### src/rtl/wishbone_arbiter_2m.sv
// Two-master, one-slave Wishbone arbiter with round-robin tenure grants
// and a stalled-strobe watchdog that terminates hung slave cycles with err.
module wishbone_arbiter_2m #(
  parameter int TIMEOUT = 1024,
  parameter int TW      = $clog2(TIMEOUT + 1)
) (
  input  logic        clk_sys,
  input  logic        reset,
  input  logic [29:0] m0_addr,
  input  logic [31:0] m0_data_write,
  input  logic [3:0]  m0_sel,
  input  logic        m0_cyc,
  input  logic        m0_stb,
  input  logic        m0_we,
  input  logic [2:0]  m0_cti,
  input  logic [1:0]  m0_bte,
  output logic [31:0] m0_data_read,
  output logic        m0_ack,
  output logic        m0_err,
  input  logic [29:0] m1_addr,
  input  logic [31:0] m1_data_write,
  input  logic [3:0]  m1_sel,
  input  logic        m1_cyc,
  input  logic        m1_stb,
  input  logic        m1_we,
  input  logic [2:0]  m1_cti,
  input  logic [1:0]  m1_bte,
  output logic [31:0] m1_data_read,
  output logic        m1_ack,
  output logic        m1_err,
  output logic [29:0] s_addr,
  output logic [31:0] s_data_write,
  output logic [3:0]  s_sel,
  output logic [2:0]  s_cti,
  output logic [1:0]  s_bte,
  output logic        s_cyc,
  output logic        s_stb,
  output logic        s_we,
  input  logic        s_ack,
  input  logic        s_err,
  input  logic [31:0] s_data_read,
  output logic [1:0]  grant
);

  // With TIMEOUT=0 the counter collapses to zero bits; keep one so it stays legal.
  localparam int WDW = (TW > 0) ? TW : 1;
  localparam logic [WDW-1:0] WD_LIMIT = WDW'(TIMEOUT);
  localparam bit WD_ENABLE = (TIMEOUT != 0);

  typedef enum logic [1:0] {
    IDLE = 2'd0,
    G0   = 2'd1,
    G1   = 2'd2
  } state_e;

  state_e         state_q, state_d;
  logic           last_q, last_d;
  logic [WDW-1:0] wd_q, wd_d;
  logic           ownStb;
  logic           wdFire;

  always_comb begin
    ownStb = 1'b0;
    case (state_q)
      G0:      ownStb = m0_stb;
      G1:      ownStb = m1_stb;
      default: ownStb = 1'b0;
    endcase
  end

  assign wdFire = WD_ENABLE && (state_q != IDLE) && (wd_q == WD_LIMIT);

  always_ff @(posedge clk_sys or posedge reset) begin
    if (reset) begin
      state_q <= IDLE;
      last_q  <= 1'b1;
      wd_q    <= '0;
    end else begin
      state_q <= state_d;
      last_q  <= last_d;
      wd_q    <= wd_d;
    end
  end

  // On a tie, the master that did not own the previous tenure wins.
  always_comb begin
    state_d = state_q;
    last_d  = last_q;
    wd_d    = '0;
    case (state_q)
      IDLE: begin
        if (m0_cyc && (!m1_cyc || last_q)) begin
          state_d = G0;
          last_d  = 1'b0;
        end else if (m1_cyc) begin
          state_d = G1;
          last_d  = 1'b1;
        end
      end
      G0: if (wdFire || !m0_cyc) state_d = IDLE;
      G1: if (wdFire || !m1_cyc) state_d = IDLE;
      default: state_d = IDLE;
    endcase
    if (WD_ENABLE && (state_q != IDLE) && (state_d == state_q) && ownStb && !s_ack && !s_err)
      wd_d = wd_q + WDW'(1);
  end

  // A watchdog fire masks the strobe and any coincident ack, and reports err instead.
  always_comb begin
    s_addr       = '0;
    s_data_write = '0;
    s_sel        = '0;
    s_cti        = '0;
    s_bte        = '0;
    s_cyc        = 1'b0;
    s_stb        = 1'b0;
    s_we         = 1'b0;
    m0_ack       = 1'b0;
    m0_err       = 1'b0;
    m1_ack       = 1'b0;
    m1_err       = 1'b0;
    grant        = 2'b00;
    case (state_q)
      G0: begin
        s_addr       = m0_addr;
        s_data_write = m0_data_write;
        s_sel        = m0_sel;
        s_cti        = m0_cti;
        s_bte        = m0_bte;
        s_cyc        = m0_cyc & ~wdFire;
        s_stb        = m0_stb & ~wdFire;
        s_we         = m0_we;
        m0_ack       = s_ack & ~wdFire;
        m0_err       = s_err | wdFire;
        grant        = 2'b01;
      end
      G1: begin
        s_addr       = m1_addr;
        s_data_write = m1_data_write;
        s_sel        = m1_sel;
        s_cti        = m1_cti;
        s_bte        = m1_bte;
        s_cyc        = m1_cyc & ~wdFire;
        s_stb        = m1_stb & ~wdFire;
        s_we         = m1_we;
        m1_ack       = s_ack & ~wdFire;
        m1_err       = s_err | wdFire;
        grant        = 2'b10;
      end
      default: ;
    endcase
  end

  assign m0_data_read = s_data_read;
  assign m1_data_read = s_data_read;

endmodule

### config.mk
export PLATFORM = sky130hd
export DESIGN_NAME = wishbone_arbiter_2m
export DESIGN_NICKNAME = d
export VERILOG_FILES = /design/src/rtl/wishbone_arbiter_2m.sv
export SDC_FILE = /design/constraint.sdc
export NUM_CORES = 1
export LEC_CHECK = 0
export ABC_AREA = 0
export CAP_MARGIN = 25
export CORE_AREA = 2 2 126 128
export CTS_CLUSTER_SIZE = 14
export DETAILED_ROUTE_END_ITERATION = 12
export DIE_AREA = 0 0 128 130
export PLACE_DENSITY = 0.54
export SLEW_MARGIN = 40
export SYNTH_ARGS = -nofsm -noshare
export SYNTH_HDL_FRONTEND = slang
export SYNTH_SLANG_ARGS = --single-unit
### constraint.sdc
create_clock -name clk_sys -period 1.9 [get_ports clk_sys]
set_input_delay 0.38 -clock clk_sys [delete_from_list [all_inputs] [get_ports clk_sys]]
set_output_delay 0.38 -clock clk_sys [all_outputs]
set_load 0.01 [all_outputs]
* Word-level counts from Yosys, hierarchy flattened *
Index checks and enable logic that the tools add are counted.

word-level totals
  bits of input ports = 184
  output and inout port bits = 144
  logic and storage cells = 54
  flip-flop bits (word level) = 14

operators by class
  equal/unequal tests = 4
  reductions and logical operators = 17
  mux-type cells = 22
  bitwise operators = 7
  add/subtract/negate cells = 1

operators by type and width
  kind                                                             number
  32-bit case mux with 2 select lines                              1
  30-bit case mux with 2 select lines                              1
  11-bit by 1-bit adder with 11-bit output, second input constant  1
  11-bit == test, second input constant                            1
  11-bit two-way mux                                               1
  2-bit two-way mux                                                4
  1-bit case mux with 2 select lines                               4
  2-bit case mux with 2 select lines                               2
  4-bit case mux with 2 select lines                               1
  1-bit logical AND                                                6
  1-bit two-way mux                                                6
  2-bit case mux with 3 select lines                               1
  3-bit case mux with 2 select lines                               1
  1-bit AND                                                        5
  1-bit logical NOT                                                4
  2-bit nonzero test                                               2
  1-bit logical OR                                                 3
  2-bit by 1-bit == test with 1-bit output, second input constant  1
  2-bit == test                                                    1
  2-bit == test, second input constant                             1
  2-bit logical NOT                                                1
  2-bit AND reduction                                              1
  1-bit NOT                                                        1
  1-bit bitwise OR                                                 1

* Logic depth before layout (Yosys ltp) *
Gate-level depths: netlist (run 1).

  depth in word-level cells = 11
  depth in mapped cells = 8
  gate-level depth less buffers = 6

* Worst setup path before layout (run 1) *
OpenSTA, ideal clock, no wires.

  path kind = register -> output
  start = register state_q[0]
  end = output s_addr[11]
  path slack = -0.206 ns
  cell stages (with the launch flop) = 8
  data required time = 1.520 ns
  path buffers = 3
  data arrival time = 1.726 ns
  cells stage by stage = dfrtp_1 > inv_1 > ha_1 > buf_4 > clkbuf_1 > buf_1 > a22oi_1 > nor2b_1

on the way
  word-level cells in the longest chain between the ends = 2
  elaborated cells on any way between the ends = 3
  classes of those cells = eq/ne (2); mux (1)

ends and longest elaborated chain
  what                                                                       line  RTL
  from (decl)                                                                56    state_e state_q, state_d;
  from (signal assigned)                                                     79    state_q <= state_d;
  2-bit == test or 2-bit by 1-bit == test with 1-bit output (tied branches)  123   case (state_q)
  30-bit case mux with 2 select lines *                                      123
  to (decl)                                                                  31    output logic [29:0] s_addr,

Mark *: on every way between the ends. The rest lies on a longest branch, timed or not.

* Worst setup path in the final report (run 1) *
  start = register state_q[1]
  end = output s_addr[3]

The elaborated chain is that of the path after synthesis.

==> qor.yml, run 1 <==
status: "complete, but fails checks"
failed_checks: "negative setup slack"
cp_data_arrival_time_ns: 1.78
syn-num-nets: 514
finalHoldViolCount: 0
slowest_stage: "dfrtp_1"
cellLeakagePower_nw: 2.31
netlist.area_leader.share_pct: 22.6
hp-class: "input pin to async pin"
setup_viol: 89
syn_inst: 324
antenna_left: 0
grt_pass1_wl_um: 18200
synthTopCellsByArea: "a22oi_1 (23%), buf_4 (20%), nor2b_1 (19%), dfrtp_1 (13%), ha_1 (3.1%)"
relSlewSlack_pct: 63.0
setup_tns_ns: -11.82
max_stage_delay_ns: 0.39
cts_buffer_depth: 2
dp.cells: 690
worstSetupStartpointType: "register"
diodes: 0
syn_to_final_growth_pct: 137
fill_cells: 1604
port_buffers: 231
place_ws_ns: -0.431
crit_required_ns: 1.52
fp.dieH_um: 130
gp_congestion: 0.775
cp.buffers_inverters: 5
rows: 46
dr.pass1.iters: 4
drv_slew: 0
combinationalPowerShare_pct: 88.1
grt_max_degree: 46
drcViolationCount: 0
ys_types: 33
peakVddDrop_mv: 0.394
cts.htree.levels: 1
p_clk_share_pct: 6.3
ys_ff_latch: 14
ios: 328
internal-power_mw: 3.74
fin_ws_ns: -0.258
synth_most_common_cell: "a22oi_1"
rsz0062_at_grt: "true"
clkSlewWorstSetupHoldPaths_ns: 0.05
period_needed_ns: 2.16
hold_buffers: 0
grt_usage_pct: 14.4
drive_gt1_share_pct: 49.1
tightest_slew_ns: 0.555
via_per_inst: 4.46
nets: 745
power.total_mw: 6.38
worst-path-max-fanout: 7
syn_avg_cell_area_um2: 7.50
wire_per_inst_um: 20.7
cts_buffers: 3
cts_tree: "built"
clock_latency_ns: 0.24
synth_area_mm2: 0.00243
yosys.area.top_type: "a22oi_1"
fmax_mhz: 463
fin_skew_ns: 0.00323
initial_core_util_pct: 15.8
endpoint_kind: "output pin"
grt_pass1_vias: 3103
fin_cells: 746
p_switching_mw: 2.64
synth_edf_count: 0
place.detailed.hpwl_um: 9870
final_util_pct: 37.4
core_area_mm2: 0.0154
initialDrtViolationCount: 92
cts.sink_count: 14
dieArea_mm2: 0.0166
ys_top_cells_by_count: "a22oi_1 (73), nor2b_1 (72), buf_4 (65)"
async_flop_share_pct: 100
synth_ff_type: "dfrtp_1"
path_delay_family: "buffers and inverters"
grt_overflow_total: 0
crit_type: "register to output pin"
ys_seq_area_share_pct: 14.5
swShare_pct: 41.4
drt-total-wl_um: 15400
die_x_um: 128
vias: 3329
ys_warn_count: 0
max_cap_violations: 0
pwr_density_cell_mw_per_mm2: 1110
seq_power_share_pct: 5.6
path_cells: "buf_6, ha_4, buf_12, buf_16, buf_4, a22oi_2, nor2b_1, buf_2"
cts-root-buf: "clkbuf_16"
period_share_pct: 114
antenna_found_initial: 0
## cells by family (layout without fill, tap and decap cells)
family / count (synthesis) / in the layout / share of synthesized area [%]
xor gates and xnor gates: 9 / 9 / 3.24
buffers and inverters: 98 / 328 / 25.5
muxes: 2 / 2 / 0.824
DFF: 14 / 14 / 14.5
and+or+nand+nor: 109 / 109 / 26.7
AOI/OAI and AO/OA: 86 / 86 / 26.2
adders and majority gates: 6 / 6 / 3.09
## worst paths after layout
kind | depth (start not counted) | end | slack, ns | start
worst max register to register | 8 | wd_q[1]$_DFF_PP0_ | -0.21 | state_q[1]$_DFF_PP0_
worst max-delay path | 8 | s_addr[3] | -0.26 | state_q[1]$_DFF_PP0_
max in group asynchronous | 2 | last_q$_DFFE_PP1P_ | 1.03 | reset
min in group clk_sys | 2 | last_q$_DFFE_PP1P_ | 0.53 | last_q$_DFFE_PP1P_
worst min register to register | 2 | last_q$_DFFE_PP1P_ | 0.53 | last_q$_DFFE_PP1P_
worst min-delay path | 2 | wd_q[7]$_DFF_PP0_ | 0.50 | reset
## power by group through the flow
stage	sequential (mW)	clock [mW]	combinational, mW
after floorplan	0.365	0	1.86
after global placement	0.356	0	3.59
after detailed placement	0.356	0	3.60
after CTS	0.353	0.415	3.91
after global routing	0.359	0.430	5.95
final	0.356	0.403	5.62
## sequential cells by signal (all words and copies together), names as in the netlist
signal,count
wd_q,11
state_q,2
last_q,1
## cells in the final DEF (no fill, tap or decap), types with 2 or more instances in the layout
cell type	synthesis	routed
a22oi_1	73	6
a22oi_2	0	67
a31oi_1	3	3
and3_1	2	2
and4_1	2	2
buf_12	0	12
buf_16	0	2
buf_2	0	66
buf_4	65	40
buf_6	1	29
buf_8	0	5
clkbuf_16	0	12
clkbuf_2	0	2
clkdlybuf4s50_1	0	151
dfrtp_1	13	13
ha_1	6	3
ha_4	0	3
inv_1	8	6
inv_2	0	2
mux2i_1	2	2
nand2_1	3	2
nand3_1	4	3
nand4_1	2	2
nor2_1	16	13
nor2_2	0	3
nor2b_1	72	55
nor2b_2	0	10
nor2b_4	0	7
nor4_2	0	2
o21ai_0	2	2
o22ai_1	2	2
xnor2_1	2	2
xor2_1	7	7
## repair_timing
action                     4_1_cts  5_1_grt
setup endpoints to repair       91       93
pin swaps                        6       40
cloned                           5       17
setup buffers                    9       30
gates resized for setup        270      193
## stage by stage
step | area [µm²] | hold WS, ns
global route | 5760 | 0.537
global placement | 4700 | 0.516
finish | 5760 | 0.499
CTS | 4890 | 0.523
floorplan | 2440 | 0.269
detailed placement | 4700 | 0.522
## layout make-up
class | count | area (µm²) | share of cell area (%)
well taps | 192 | 240 | 4.17
clock buffers | 4 | 78.8 | 1.37
repair buffers | 316 | 3070 | 53.3
flip-flops and latches | 14 | 352 | 6.10
multi-input cells | 212 | 1990 | 34.5
inverters | 8 | 30.0 | 0.521
## per-layer routing
| layer | track usage (%) | vias up | share of wire [%] |
|---|---|---|---|
| met5 | 0 | - | 0 |
| met4 | 2.33 | 0 | 1.5 |
| met3 | 3.20 | 18 | 7.2 |
| met2 | 25.7 | 184 | 49 |
| met1 | 18.1 | 1585 | 42 |
| li1 | - | 1542 | - |
(Power assumes the default switching activity.)
==> inputs of run 2 (changes only) <==
Settings changed: HOLD_SLACK_MARGIN from default to 0.06, RECOVER_POWER from default to 50.
==> results of run 2 <==
Final layout, timing and power as in run 1 (identical DEF).
